--- config.mk ---
export PLATFORM = sky130hd
export DESIGN_NAME = block_pixel_renderer
export DESIGN_NICKNAME = d
export VERILOG_FILES = /design/src/rtl/block_pixel_renderer.sv
export SDC_FILE = /design/constraint.sdc
export NUM_CORES = 1
export LEC_CHECK = 0
export BUFFER_PORTS_ARGS = -buffer_cell sky130_fd_sc_hd__buf_2
export CORE_MARGIN = 4
export CORE_UTILIZATION = 25
export DETAILED_ROUTE_END_ITERATION = 8
export PLACE_DENSITY = 0.41
export SETUP_SLACK_MARGIN = 0.1
export SLEW_MARGIN = 20
export SYNTH_ARGS = -nofsm -noshare
export SYNTH_HDL_FRONTEND = slang
export SYNTH_SLANG_ARGS = --single-unit
--- constraint.sdc ---
create_clock -name clk_i -period 5.6 [get_ports clk_i]
set_clock_uncertainty 0.2 [all_clocks]
set_input_delay 0.28 -clock clk_i [delete_from_list [all_inputs] [get_ports clk_i]]
set_output_delay 0.28 -clock clk_i [all_outputs]
set_load 0.05 [all_outputs]
--- src/rtl/block_pixel_renderer.sv ---
// rtl/block_pixel_renderer.sv - rasterises one clipped block per request into single-pixel writes
//
// Purpose:
//   Accepts one draw request at a time (valid/ready). It latches the block's
//   position, width and colour (or the background colour when erasing), clips
//   the block to the screen and emits one registered pixel write per clock in
//   row-major order. A one-cycle done pulse follows the last pixel.
//
// Ports:
//   clk_i          system clock
//   reset_i        asynchronous, active-high reset
//   req_valid_i    draw request present
//   req_ready_o    renderer can accept a request (IDLE)
//   req_x_i        left column of block
//   req_y_i        top row of block
//   req_w_i        block width in pixels
//   req_colour_i   fill colour
//   req_erase_i    1 = fill with BG_COLOUR instead of req_colour_i
//   plot_o         pixel write strobe
//   out_x_o        pixel column
//   out_y_o        pixel row
//   out_colour_o   pixel colour
//   busy_o         request in progress (DRAW)
//   done_o         one-cycle pulse after the last pixel of a request

module block_pixel_renderer #(
  parameter int BLOCK_H   = 4,
  parameter int SCREEN_W  = 160,
  parameter int SCREEN_H  = 120,
  parameter int COLOUR_W  = 3,
  parameter int BG_COLOUR = 0
) (
  input  logic                clk_i,
  input  logic                reset_i,
  input  logic                req_valid_i,
  output logic                req_ready_o,
  input  logic [7:0]          req_x_i,
  input  logic [6:0]          req_y_i,
  input  logic [7:0]          req_w_i,
  input  logic [COLOUR_W-1:0] req_colour_i,
  input  logic                req_erase_i,
  output logic                plot_o,
  output logic [7:0]          out_x_o,
  output logic [6:0]          out_y_o,
  output logic [COLOUR_W-1:0] out_colour_o,
  output logic                busy_o,
  output logic                done_o
);

  localparam logic [1:0] ST_IDLE   = 2'd0;
  localparam logic [1:0] ST_DRAW   = 2'd1;
  localparam logic [1:0] ST_FINISH = 2'd2;

  localparam logic [8:0]          SCR_W = 9'(SCREEN_W);
  localparam logic [8:0]          SCR_H = 9'(SCREEN_H);
  localparam logic [8:0]          BLK_H = 9'(BLOCK_H);
  localparam logic [COLOUR_W-1:0] BG    = COLOUR_W'(BG_COLOUR);

  logic [1:0]          state_q, state_d;
  logic [7:0]          x_q, x_d;
  logic [6:0]          y_q, y_d;
  logic [COLOUR_W-1:0] colour_q, colour_d;
  logic [7:0]          eff_w_q, eff_w_d;
  logic [3:0]          eff_h_q, eff_h_d;
  logic [7:0]          col_q, col_d;
  logic [3:0]          row_q, row_d;
  // Set once the final pixel has been registered; the following DRAW cycle
  // then retires the request so that done lands after the last plot cycle.
  logic                last_q, last_d;
  logic                plot_q, plot_d;
  logic [7:0]          out_x_q, out_x_d;
  logic [6:0]          out_y_q, out_y_d;
  logic [COLOUR_W-1:0] out_colour_q, out_colour_d;
  logic                done_q, done_d;

  // Clipped extent, 9-bit so that an off-screen origin yields 0 rather than
  // wrapping around.
  logic [8:0] avail_w, avail_h;
  logic [8:0] clip_w, clip_h;
  logic       req_empty;

  always_comb begin
    avail_w = ({1'b0, req_x_i} >= SCR_W) ? 9'd0 : (SCR_W - {1'b0, req_x_i});
    avail_h = ({2'b00, req_y_i} >= SCR_H) ? 9'd0 : (SCR_H - {2'b00, req_y_i});
    clip_w  = ({1'b0, req_w_i} < avail_w) ? {1'b0, req_w_i} : avail_w;
    clip_h  = (BLK_H < avail_h) ? BLK_H : avail_h;
    // Covers x off-screen, y off-screen and zero width alike.
    req_empty = (clip_w == 9'd0) || (clip_h == 9'd0);
  end

  always_comb begin
    state_d      = state_q;
    x_d          = x_q;
    y_d          = y_q;
    colour_d     = colour_q;
    eff_w_d      = eff_w_q;
    eff_h_d      = eff_h_q;
    col_d        = col_q;
    row_d        = row_q;
    last_d       = last_q;
    plot_d       = 1'b0;
    out_x_d      = out_x_q;
    out_y_d      = out_y_q;
    out_colour_d = out_colour_q;
    done_d       = 1'b0;

    case (state_q)
      ST_IDLE: begin
        if (req_valid_i) begin
          x_d      = req_x_i;
          y_d      = req_y_i;
          colour_d = req_erase_i ? BG : req_colour_i;
          eff_w_d  = clip_w[7:0];
          eff_h_d  = clip_h[3:0];
          col_d    = 8'd0;
          row_d    = 4'd0;
          last_d   = 1'b0;
          if (req_empty) begin
            state_d = ST_FINISH;
            done_d  = 1'b1;
          end else begin
            state_d = ST_DRAW;
          end
        end
      end

      ST_DRAW: begin
        if (last_q) begin
          last_d  = 1'b0;
          done_d  = 1'b1;
          state_d = ST_FINISH;
        end else begin
          plot_d       = 1'b1;
          out_x_d      = x_q + col_q;
          out_y_d      = y_q + {3'b000, row_q};
          out_colour_d = colour_q;
          if (col_q == eff_w_q - 8'd1) begin
            col_d = 8'd0;
            row_d = row_q + 4'd1;
            if (row_q == eff_h_q - 4'd1) begin
              last_d = 1'b1;
            end
          end else begin
            col_d = col_q + 8'd1;
          end
        end
      end

      ST_FINISH: begin
        state_d = ST_IDLE;
      end

      default: begin
        state_d = ST_IDLE;
      end
    endcase
  end

  always_ff @(posedge clk_i or posedge reset_i) begin
    if (reset_i) begin
      state_q      <= ST_IDLE;
      x_q          <= 8'd0;
      y_q          <= 7'd0;
      colour_q     <= '0;
      eff_w_q      <= 8'd0;
      eff_h_q      <= 4'd0;
      col_q        <= 8'd0;
      row_q        <= 4'd0;
      last_q       <= 1'b0;
      plot_q       <= 1'b0;
      out_x_q      <= 8'd0;
      out_y_q      <= 7'd0;
      out_colour_q <= '0;
      done_q       <= 1'b0;
    end else begin
      state_q      <= state_d;
      x_q          <= x_d;
      y_q          <= y_d;
      colour_q     <= colour_d;
      eff_w_q      <= eff_w_d;
      eff_h_q      <= eff_h_d;
      col_q        <= col_d;
      row_q        <= row_d;
      last_q       <= last_d;
      plot_q       <= plot_d;
      out_x_q      <= out_x_d;
      out_y_q      <= out_y_d;
      out_colour_q <= out_colour_d;
      done_q       <= done_d;
    end
  end

  // Handshake and status decode straight from the state flop.
  assign req_ready_o  = (state_q == ST_IDLE);
  assign busy_o       = (state_q == ST_DRAW);
  assign plot_o       = plot_q;
  assign out_x_o      = out_x_q;
  assign out_y_o      = out_y_q;
  assign out_colour_o = out_colour_q;
  assign done_o       = done_q;

endmodule

==> results.json, run 1 <==
{
  "fin_setup_tns_ps": 0,
  "area_growth_pct": 21.6,
  "power_frac_seq_pct": 32.7,
  "hp-class": "in2async",
  "port_buffers": 51,
  "drtAntennaViolNets": 0,
  "avgRoutedWirePerCell_um": 14.5,
  "timing.rr.start": "eff_w_q[0]",
  "netlist_area_um2": 3990,
  "initial_utilization_pct": 25.9,
  "p_sw_share_pct": 44.4,
  "dp_slack_ps": 1750,
  "vias": 3315,
  "cts.clk_slew.worst_paths_ps": 60,
  "top_layer_used": "met4",
  "grt_pass1_wl_um": 17600,
  "overflow": 0,
  "synthXorXnorAreaFrac_pct": 6.80,
  "switchingPower_mw": 1.11,
  "synth.net_count": 504,
  "setup_viol": 0,
  "cellPowerDensity_nw_per_um2": 517,
  "netlist_instances": 448,
  "slew_headroom_pct": 43.2,
  "clock_path_buffers": 2,
  "yosysSeqAreaShare_pct": 40.7,
  "p_leak_nw": 2.25,
  "viasPerCell": 4.61,
  "worst-path-stages": 12,
  "r2r_slack_ps": 2790,
  "synth-compound-area-share_pct": 16.4,
  "grt_pass1_vias": 3326,
  "gp_congestion": 0.851,
  "rsz0062_at_grt": "no",
  "ys_warn_count": 0,
  "critical_path.endpoint": "done_o",
  "comb_power_share_pct": 43.8,
  "cts_sinks": 65,
  "utilization_pct": 31.5,
  "tritoncts": "built",
  "insertion_delay_ps": 340,
  "period_share_pct": 62.5,
  "cp_max_fo": 18,
  "critPathKind": "in2reg",
  "yosys.area_share.simple_pct": 22.3,
  "die_h_um": 134,
  "worstMarginPinSlew_ps": 852,
  "arrival_ps": 3520,
  "outcome": "finished, violations left",
  "met2WireLength_um": 4390,
  "die_w_um": 134,
  "cts_resized": 0,
  "drive_gt1_share_pct": 16.5,
  "core_um2": 15400,
  "first_pass_iters": 4,
  "grt_max_degree": 66,
  "dp.final_hpwl_um": 7820,
  "synth.avg_cell_area_um2": 8.91,
  "ir_drop_mv": 0.174,
  "die_area_um2": 18100,
  "yosys.area_share.adder_pct": 8.52,
  "synth-edff-count": 0,
  "setup_slack_ps": 2100,
  "critPathTopFamily": "simple AND/OR/NAND/NOR gates",
  "synth_mux_area_share_pct": 0.815,
  "ys_ff_latch": 65,
  "initialDrtViolationCount": 133,
  "internal_power_mw": 1.40,
  "end_kind": "flop",
  "worstSetupStartpointType": "input port",
  "path_buf_inv": 1,
  "grt_usage_pct": 12.5,
  "diodes": 0,
  "numCtsBuffers": 9,
  "drv_slew": 0,
  "wl_met1_um": 5440,
  "layout.nets": 559,
  "wl_um": 10400,
  "violations": "hold timing",
  "rows": 45,
  "postCtsSetupBuffers": 0,
  "holdWs_ps": -5.40,
  "ys_async_sr_fraction_pct": 100,
  "drc_errors": 0,
  "timing.final.crit_period_ps": 3500,
  "fmax_ghz": 0.286,
  "maxCapViolCount": 0,
  "critPathLaunch": "req_x_i[0]",
  "ys_types": 61,
  "slowest_stage": "or4_1",
  "ios": 52,
  "ys.flop_type": "dfrtp_1",
  "rr_worst_depth": 8,
  "final_hold_viol_count": 15,
  "crit_chain": "buf_2 -> or4_1 -> nor3_2 -> a21o_2 -> a21bo_2 -> ha_1 -> nand3_1 -> nor3_1 -> a211oi_1 -> a41o_1 -> or3_1 -> a32o_1",
  "synth_top_family_by_area": "simple AND/OR/NAND/NOR gates",
  "slowest_delay_ps": 580,
  "final_cell_mix": "nand2_1, dfrtp_1, buf_2",
  "layout_commonest_cell": "nand2_1",
  "htree_levels": 3,
  "r2r-end": "row_q[3]",
  "critPathRequiredTime_ps": 5620,
  "antenna_found_initial": 0,
  "wl_met3_um": 384,
  "clkPwrFrac_pct": 23.5,
  "root_buffer": "clkbuf_16"
}
[per-layer routing]
metal | vias to the layer above | track usage, %
met5 | - | 0
met4 | 0 | 5.20
met3 | 13 | 3.00
met2 | 59 | 18.3
met1 | 1548 | 17.5
li1 | 1695 | -
[cell families (layout without fill, tap and decap cells)]
| family | after synthesis | count (layout) |
|---|---|---|
| adder cells (fa/ha/maj) | 26 | 26 |
| multiplexers | 3 | 3 |
| AND/OR/NAND/NOR | 181 | 181 |
| buffers and inverters | 45 | 105 |
| XOR/XNOR | 31 | 31 |
| flip-flops | 65 | 65 |
| AO/OA/AOI/OAI | 97 | 97 |
[per-stage QoR]
step | instance area, um^2 | instances | total power [mW]
5_1_grt | 4850 | 719 | 2.71
4_1_cts | 4850 | 719 | 2.55
3_3_place_gp | 4470 | 696 | 1.94
3_5_place_dp | 4470 | 696 | 1.94
6_report | 4850 | 719 | 2.51
2_1_floorplan | 3990 | 448 | 1.64
[worst min path at each step]
stage                               start         endpoint  depth (start not counted)  slack (ps)
after CTS                 req_colour_i[2]      colour_q[2]                          3         0.2
after global placement        colour_q[2]  out_colour_o[2]                          2         250
after detailed placement      colour_q[2]  out_colour_o[2]                          2         250
after global routing           req_x_i[2]           x_q[2]                          3           7
after floorplan                req_x_i[2]           x_q[2]                          2         190
final                             reset_i         col_q[6]                          3          -5
[layout make-up]
type / count / area (um^2)
sequential: 65 / 1630
multi-input combinational: 338 / 2190
clock inverter: 4 / 50.0
tap: 211 / 264
fill: 1683 / 10600
timing repair buffer: 62 / 355
clock buffer: 12 / 267
inverter: 27 / 101
[cells in the mapped netlist (3+ instances only)]
library cell / n / share of area (%)
a21oi_1: 11 / 1.4
a21o_1: 4 / 0.75
o22ai_1: 3 / 0.47
ha_1: 24 / 7.5
nand3_1: 16 / 2.0
nand2_1: 86 / 8.1
o21ai_0: 38 / 4.8
o31ai_1: 7 / 1.3
inv_1: 25 / 2.4
nand2b_1: 9 / 1.4
xor2_1: 15 / 3.3
xnor2_1: 16 / 3.5
nor4_1: 3 / 0.47
nor2b_1: 4 / 0.63
clkbuf_1: 14 / 1.3
or4_1: 5 / 0.94
o211ai_1: 3 / 0.56
and3_1: 9 / 1.4
a211o_1: 5 / 1.1
nand4_1: 4 / 0.63
dfrtp_1: 65 / 41
buf_2: 3 / 0.38
or3_1: 3 / 0.47
nor3_1: 12 / 1.5
nor2_1: 15 / 1.4
[sequential cells by signal, indices dropped and copies added (netlist names)]
signal,cells
row_q,4
out_x_o,8
y_q,7
x_q,8
last_q,1
col_q,8
eff_w_q,8
done_o,1
out_y_o,7
state_q,2
colour_q,3
out_colour_o,3
plot_o,1
eff_h_q,4
[worst reg2reg max path, stage by stage, from the launching register on]
cell and delay [ps]:
dfrtp_1 450, inv_1 90, ha_1 180, nor3b_4 240
xnor2_1 140, a2111oi_4 430, nand3_2 310, or4_1 540
a21oi_1 160
[what timing repair did]
| action | in CTS | in global routing |
|---|---|---|
| endpoints found under the setup margin | 0 | 0 |
| hold endpoints to repair | 7 | 0 |
| hold buffers | 7 | 0 |
[power groups by stage]
stage          Clock [mW]  Combinational [mW]  Sequential [mW]
2_1_floorplan           0               0.660            0.979
3_3_place_gp            0                1.11            0.828
3_5_place_dp            0                1.11            0.831
4_1_cts             0.605                1.13            0.823
5_1_grt             0.627                1.24            0.850
6_report            0.589                1.10            0.820
No activity file was read; power rests on OpenSTA's default activity.
==> inputs of run 2 (changes only) <==
- ABC_AREA: default -> 1
- PLACE_DENSITY: 0.41 -> 0.42
- clock period: 5.6 -> 3 ns (I/O delays scaled with it)
==> run 2 against run 1 <==
The run now ends clean. Cell count rose by 11%. Die area rose by 0.41%. Largest cell class unchanged. Global-route usage fell by 1.3 points. Via count rose by 2.2%. Power rose by 85%. Highest routed layer unchanged. Clock-buffer cell count rose by 1. Non-clock buffer count rose by 14.
==> results.json, run 2 <==
{
  "fmax_ghz": 0.372,
  "numCtsBuffers": 9,
  "clock_path_buffers": 2,
  "overflow": 0,
  "synth.net_count": 554,
  "cellPowerDensity_nw_per_um2": 910,
  "grt_pass1_vias": 3391,
  "worstSetupStartpointType": "input port",
  "htree_levels": 3,
  "cpMostUsedCell": "nand2_1",
  "synth_top_area_share_pct": 40.6,
  "maxCapViolCount": 0,
  "dp.final_hpwl_um": 7440,
  "netlist_area_um2": 4010,
  "cts.clk_slew.worst_paths_ps": 60,
  "dp_cells": 758,
  "switchingPower_mw": 2.12,
  "postCtsSetupBuffers": 0,
  "ios": 52,
  "core_um2": 15800,
  "viasPerCell": 4.26,
  "slew_headroom_pct": 47.5,
  "ys.flop_type": "dfrtp_1",
  "layout_commonest_cell": "nand2_1",
  "layout.nets": 630,
  "synth_top_family_by_area": "simple AND/OR/NAND/NOR gates",
  "synthTopCellsByArea": "dfrtp_1, nand2_1, ha_1",
  "rsz0062_at_grt": "no",
  "ys_async_sr_fraction_pct": 100,
  "yosys.area_share.adder_pct": 8.49,
  "finalPower_mw": 4.63,
  "outcome": "complete, no violations",
  "slowest_stage": "dlygate4sd3_1",
  "critPathRequiredTime_ps": 3010,
  "rows": 46,
  "clkPwrFrac_pct": 20.9,
  "slowest_delay_ps": 530,
  "cts_sinks": 65,
  "final_hold_viol_count": 0,
  "netlist_instances": 498,
  "cp_max_fo": 9,
  "antenna_found_initial": 0,
  "ys_types": 35,
  "synth-compound-area-share_pct": 11.2,
  "fin_setup_tns_ps": 0,
  "drive_gt1_share_pct": 20.9,
  "hp-class": "in2reg",
  "synthXorXnorAreaFrac_pct": 8.08,
  "final_cell_mix": "nand2_1, dfrtp_1, o21ai_0, buf_2, inv_1",
  "gp_congestion": 0.863,
  "insertion_delay_ps": 330,
  "ir_drop_mv": 0.320,
  "area_growth_pct": 26.9,
  "tritoncts": "built",
  "wl_um": 9780,
  "p_sw_share_pct": 45.7,
  "yosysSeqAreaShare_pct": 40.6,
  "period_share_pct": 89.5,
  "port_buffers": 51,
  "end_kind": "flop",
  "rr_worst_depth": 10,
  "ys_ff_latch": 65,
  "comb_power_share_pct": 46.7,
  "avgRoutedWirePerCell_um": 12.3,
  "p_leak_nw": 2.49,
  "timing.final.crit_period_ps": 2690,
  "crit_chain": "dlygate4sd3_1 -> buf_2 -> inv_4 -> nor2_2 -> nand2_2 -> nand2_2 -> inv_2 -> o21ai_2 -> ha_1 -> nand2_1 -> nor3_2 -> nand2_2 -> inv_2 -> nand2_4 -> nand2_4 -> nand2_1 -> nand2_1 -> nand2_1 -> nor2_1 -> nand2_1 -> nand2_1 -> o21bai_2",
  "arrival_ps": 2690,
  "synth_top_area_cell": "dfrtp_1",
  "ys_warn_count": 0,
  "setup_viol": 0,
  "grt_max_degree": 51,
  "utilization_pct": 32.2,
  "yosysMostFrequentCell": "nand2_1",
  "die_area_um2": 18100,
  "drtAntennaViolNets": 0,
  "first_pass_iters": 4,
  "final_cells": 795,
  "critPathKind": "in2reg",
  "synth-edff-count": 0,
  "grt_pass1_wl_um": 16300,
  "diodes": 0,
  "drc_errors": 0,
  "worstMarginPinSlew_ps": 787,
  "grt_usage_pct": 11.2,
  "drv_slew": 0,
  "synth.avg_cell_area_um2": 8.05,
  "ys_top_cells_by_count": "nand2_1, dfrtp_1, o21ai_0",
  "synth_mux_area_share_pct": 0,
  "yosys.area_share.simple_pct": 25.1,
  "die_w_um": 135,
  "root_buffer": "clkbuf_16",
  "power_frac_seq_pct": 32.4,
  "internal_power_mw": 2.52,
  "min_path_cells": 3,
  "vias": 3388,
  "initial_utilization_pct": 25.3,
  "die_h_um": 135,
  "initialDrtViolationCount": 187
}
==> run 2: cell types whose count changed after synthesis, sizes merged, moves of 13 or more <==
cell and change:
nand2 +45, inv +34, nor2 +20, o21ai +19, xor2 +13
==> run 2: cell families after synthesis <==
kind of cell / Yosys count
DFF: 65
xor gates and xnor gates: 37
buffers and inverters: 70
and+or+nand+nor: 217
AOI/OAI and AO/OA: 83
adders and majority gates: 26
==> run 2: layout make-up <==
class	instances	area [um^2]
clock inverter	3	15.0
tap	216	270
inverter	59	224
timing repair buffer	76	495
clock buffer	13	260
multi-input combinational	363	2200
fill	1676	10700
sequential	65	1630
==> run 2: power groups by stage <==
stage	combinational [mW]	clock (mW)	sequential, mW
after floorplan	1.28	0	1.84
after global placement	2.14	0	1.51
after detailed placement	2.15	0	1.52
after CTS	2.19	0.996	1.51
after global routing	2.44	1.03	1.54
final	2.16	0.970	1.50
==> run 2: per-stage QoR <==
step	hold slack [ps]	area, um^2	setup slack [ps]
3_3_place_gp	47.6	4520	114
4_1_cts	34.3	5010	117
5_1_grt	74.6	5090	44.9
2_1_floorplan	96.9	4010	512
6_report	40.4	5090	314
3_5_place_dp	63.1	4520	82.7
==> run 2: what timing repair did <==
| action | CTS | global route |
|---|---|---|
| setup endpoints to repair | 0 | 4 |
| hold buffers | 21 | 0 |
| gates resized for setup | 0 | 19 |
| endpoints found under the hold margin | 44 | 0 |
==> run 2: worst paths after layout <==
check	start	to	slack (ps)
max	req_x_i[7]	state_q[0]	310
min	req_x_i[5]	x_q[5]	40
max reg2reg	col_q[0]	out_x_o[6]	600
min reg2reg	out_x_o[7]	out_x_o[7]	270
max in group asynchronous	reset_i	eff_h_q[1]	1670
min in group asynchronous	reset_i	plot_o	230
==> run 2: critical path: cells and delay by family <==
kind | cells | cell delay, ps
simple gates | 14 | 1210
fa+ha+maj | 1 | 280
compound gates | 2 | 140
buf+inv | 5 | 910
==> run 2: routing by layer <==
metal	vias up	wire length [um]	global-route usage, %
met5	-	0	0
met4	0	129	4.41
met3	8	364	2.46
met2	55	4250	16.5
met1	1552	5030	15.9
li1	1773	-	-
==> inputs of run 3 (changes only) <==
- CORE_ASPECT_RATIO: default -> 1.75
- PLACE_DENSITY: 0.42 -> 0.41
- SKIP_LAST_GASP: default -> 1
- clock period: 3 -> 2.6 ns (I/O delays scaled with it)
==> run 3 against run 2 <==
The flow now finishes with violations (hold timing). Hold slack worse by 49 ps. Utilization up 3.0 points. Combinational power up 21%. Clock power up 34%. Global-route usage up 0.81 points. Flip-flop and latch count unchanged. Largest cell class unchanged.
==> results.json, run 3 (same netlist as run 2, synthesis figures left out) <==
{
  "holdWs_ps": -8.30,
  "grt_pass1_wl_um": 17700,
  "ios": 52,
  "worstSetupStartpointType": "input port",
  "insertion_delay_ps": 330,
  "tritoncts": "built",
  "layout.nets": 669,
  "multiInputGateArea_um2": 2360,
  "gp_congestion": 0.865,
  "drc_errors": 0,
  "final_cell_mix": "nand2_1, dfrtp_1, buf_2",
  "die_h_um": 176,
  "clock_path_buffers": 2,
  "initialDrtViolationCount": 90,
  "nFillCells": 1645,
  "drtAntennaViolNets": 0,
  "wl_met1_um": 4000,
  "p_leak_nw": 2.73,
  "first_pass_iters": 4,
  "layout_commonest_cell": "nand2_1",
  "place_area_um2": 4730,
  "numCtsBuffers": 9,
  "critPathRequiredTime_ps": 2600,
  "antenna_found_initial": 0,
  "dp.final_hpwl_um": 8080,
  "root_buffer": "clkbuf_16",
  "wl_um": 10300,
  "violations": "hold timing",
  "drive_gt1_share_pct": 29.9,
  "cts.clk_slew.worst_paths_ps": 60,
  "viasPerCell": 4.39,
  "dp_cells": 762,
  "finalPower_mw": 5.61,
  "period_share_pct": 89.5,
  "timing.final.crit_period_ps": 2330,
  "cp_max_fo": 5,
  "core_um2": 15800,
  "end_kind": "flop",
  "final_cells": 807,
  "final_hold_viol_count": 1,
  "grt_max_degree": 51,
  "setup_slack_ps": 273,
  "outcome": "finished, violations left",
  "cts_sinks": 65,
  "utilization_pct": 35.2,
  "rows": 61,
  "overflow": 0,
  "vias": 3546,
  "rsz0062_at_grt": "no",
  "hp-class": "in2reg",
  "arrival_ps": 2330,
  "slew_headroom_pct": 48.1,
  "cellPowerDensity_nw_per_um2": 1010,
  "met2WireLength_um": 5830,
  "die_area_um2": 18200,
  "die_w_um": 104,
  "worstMarginPinSlew_ps": 778,
  "avgRoutedWirePerCell_um": 12.8,
  "htree_levels": 3,
  "grt_pass1_vias": 3628,
  "fmax_ghz": 0.430,
  "diodes": 0,
  "area_growth_pct": 38.5,
  "fin_setup_tns_ps": 0,
  "final-seq-area_um2": 1630,
  "top_layer_used": "met4",
  "drv_slew": 0,
  "setup_viol": 0,
  "port_buffers": 51,
  "grt_usage_pct": 12.0,
  "stdcell_area_um2": 5560,
  "critPathKind": "in2reg",
  "initial_utilization_pct": 25.4,
  "wl_met3_um": 305,
  "ir_drop_mv": 0.274,
  "dp_slack_ps": -317,
  "maxCapViolCount": 0
}
run 3: cell types whose count changed in the layout (fill, tap and decap cells not counted), sizes merged:
cell and delta:
buf +41, clkbuf -4, dlygate4sd3 -3, bufinv +2
clkinv +1, clkinvlp +1, nand2 +1
run 3: power by group:
| group | leakage [nW] | switching, mW | internal, mW |
|---|---|---|---|
| clock network | 0.155 | 0.457 | 0.838 |
| registers | 0.832 | 0.303 | 1.41 |
| logic | 1.74 | 1.72 | 0.883 |
run 3: critical path, stage by stage:
cell and delay, ps:
buf_2 100, inv_1 100, ha_4 160, nand2_4 60
nor2_4 110, nand2_2 90, nand2_4 100, inv_6 60
nand3_4 70, ha_4 210, a21o_1 180, a21oi_2 120
nand2_2 100, nand2_4 130, nand3b_1 100, nand2_2 80
nand2_1 60, nor2_2 120, nand2_2 70, nand2_1 70
o21bai_2 60
run 3: what timing repair did:
item / CTS / global route
endpoints found under the setup margin: 3 / 3
pin swaps: 0 / 26
hold buffers: 18 / 0
resized for setup: 6 / 48
buffers inserted: 0 / 10
cloned: 0 / 1
hold endpoints to repair: 39 / 0
run 3: cell type report:
cell class                      instances  share of cell area [%]
Multi-Input combinational cell        364                    42.4
Clock inverter                          7                    1.71
Tap cell                              189                    4.26
Inverter                               59                    4.12
Clock buffer                            9                    4.05
Timing Repair Buffer                  114                    14.1
Sequential cell                        65                    29.3
run 3: routing by layer:
layer / global-route usage [%] / vias to the layer above
met5: 0 / -
met4: 4.49 / 0
met3: 2.35 / 10
met2: 23.0 / 55
met1: 12.8 / 1630
li1: - / 1851
run 3: final timing paths:
| kind | end | start | slack, ps | cells past startpoint |
|---|---|---|---|---|
| max | state_q[0] | req_x_i[0] | 270 | 21 |
| min | x_q[4] | req_x_i[4] | -8 | 4 |
| max reg2reg | out_x_o[6] | col_q[1] | 350 | 9 |
| min reg2reg | out_x_o[0] | out_x_o[0] | 270 | 2 |
| max in group asynchronous | last_q | reset_i | 1340 | 4 |
| min in group asynchronous | plot_o | reset_i | 210 | 3 |
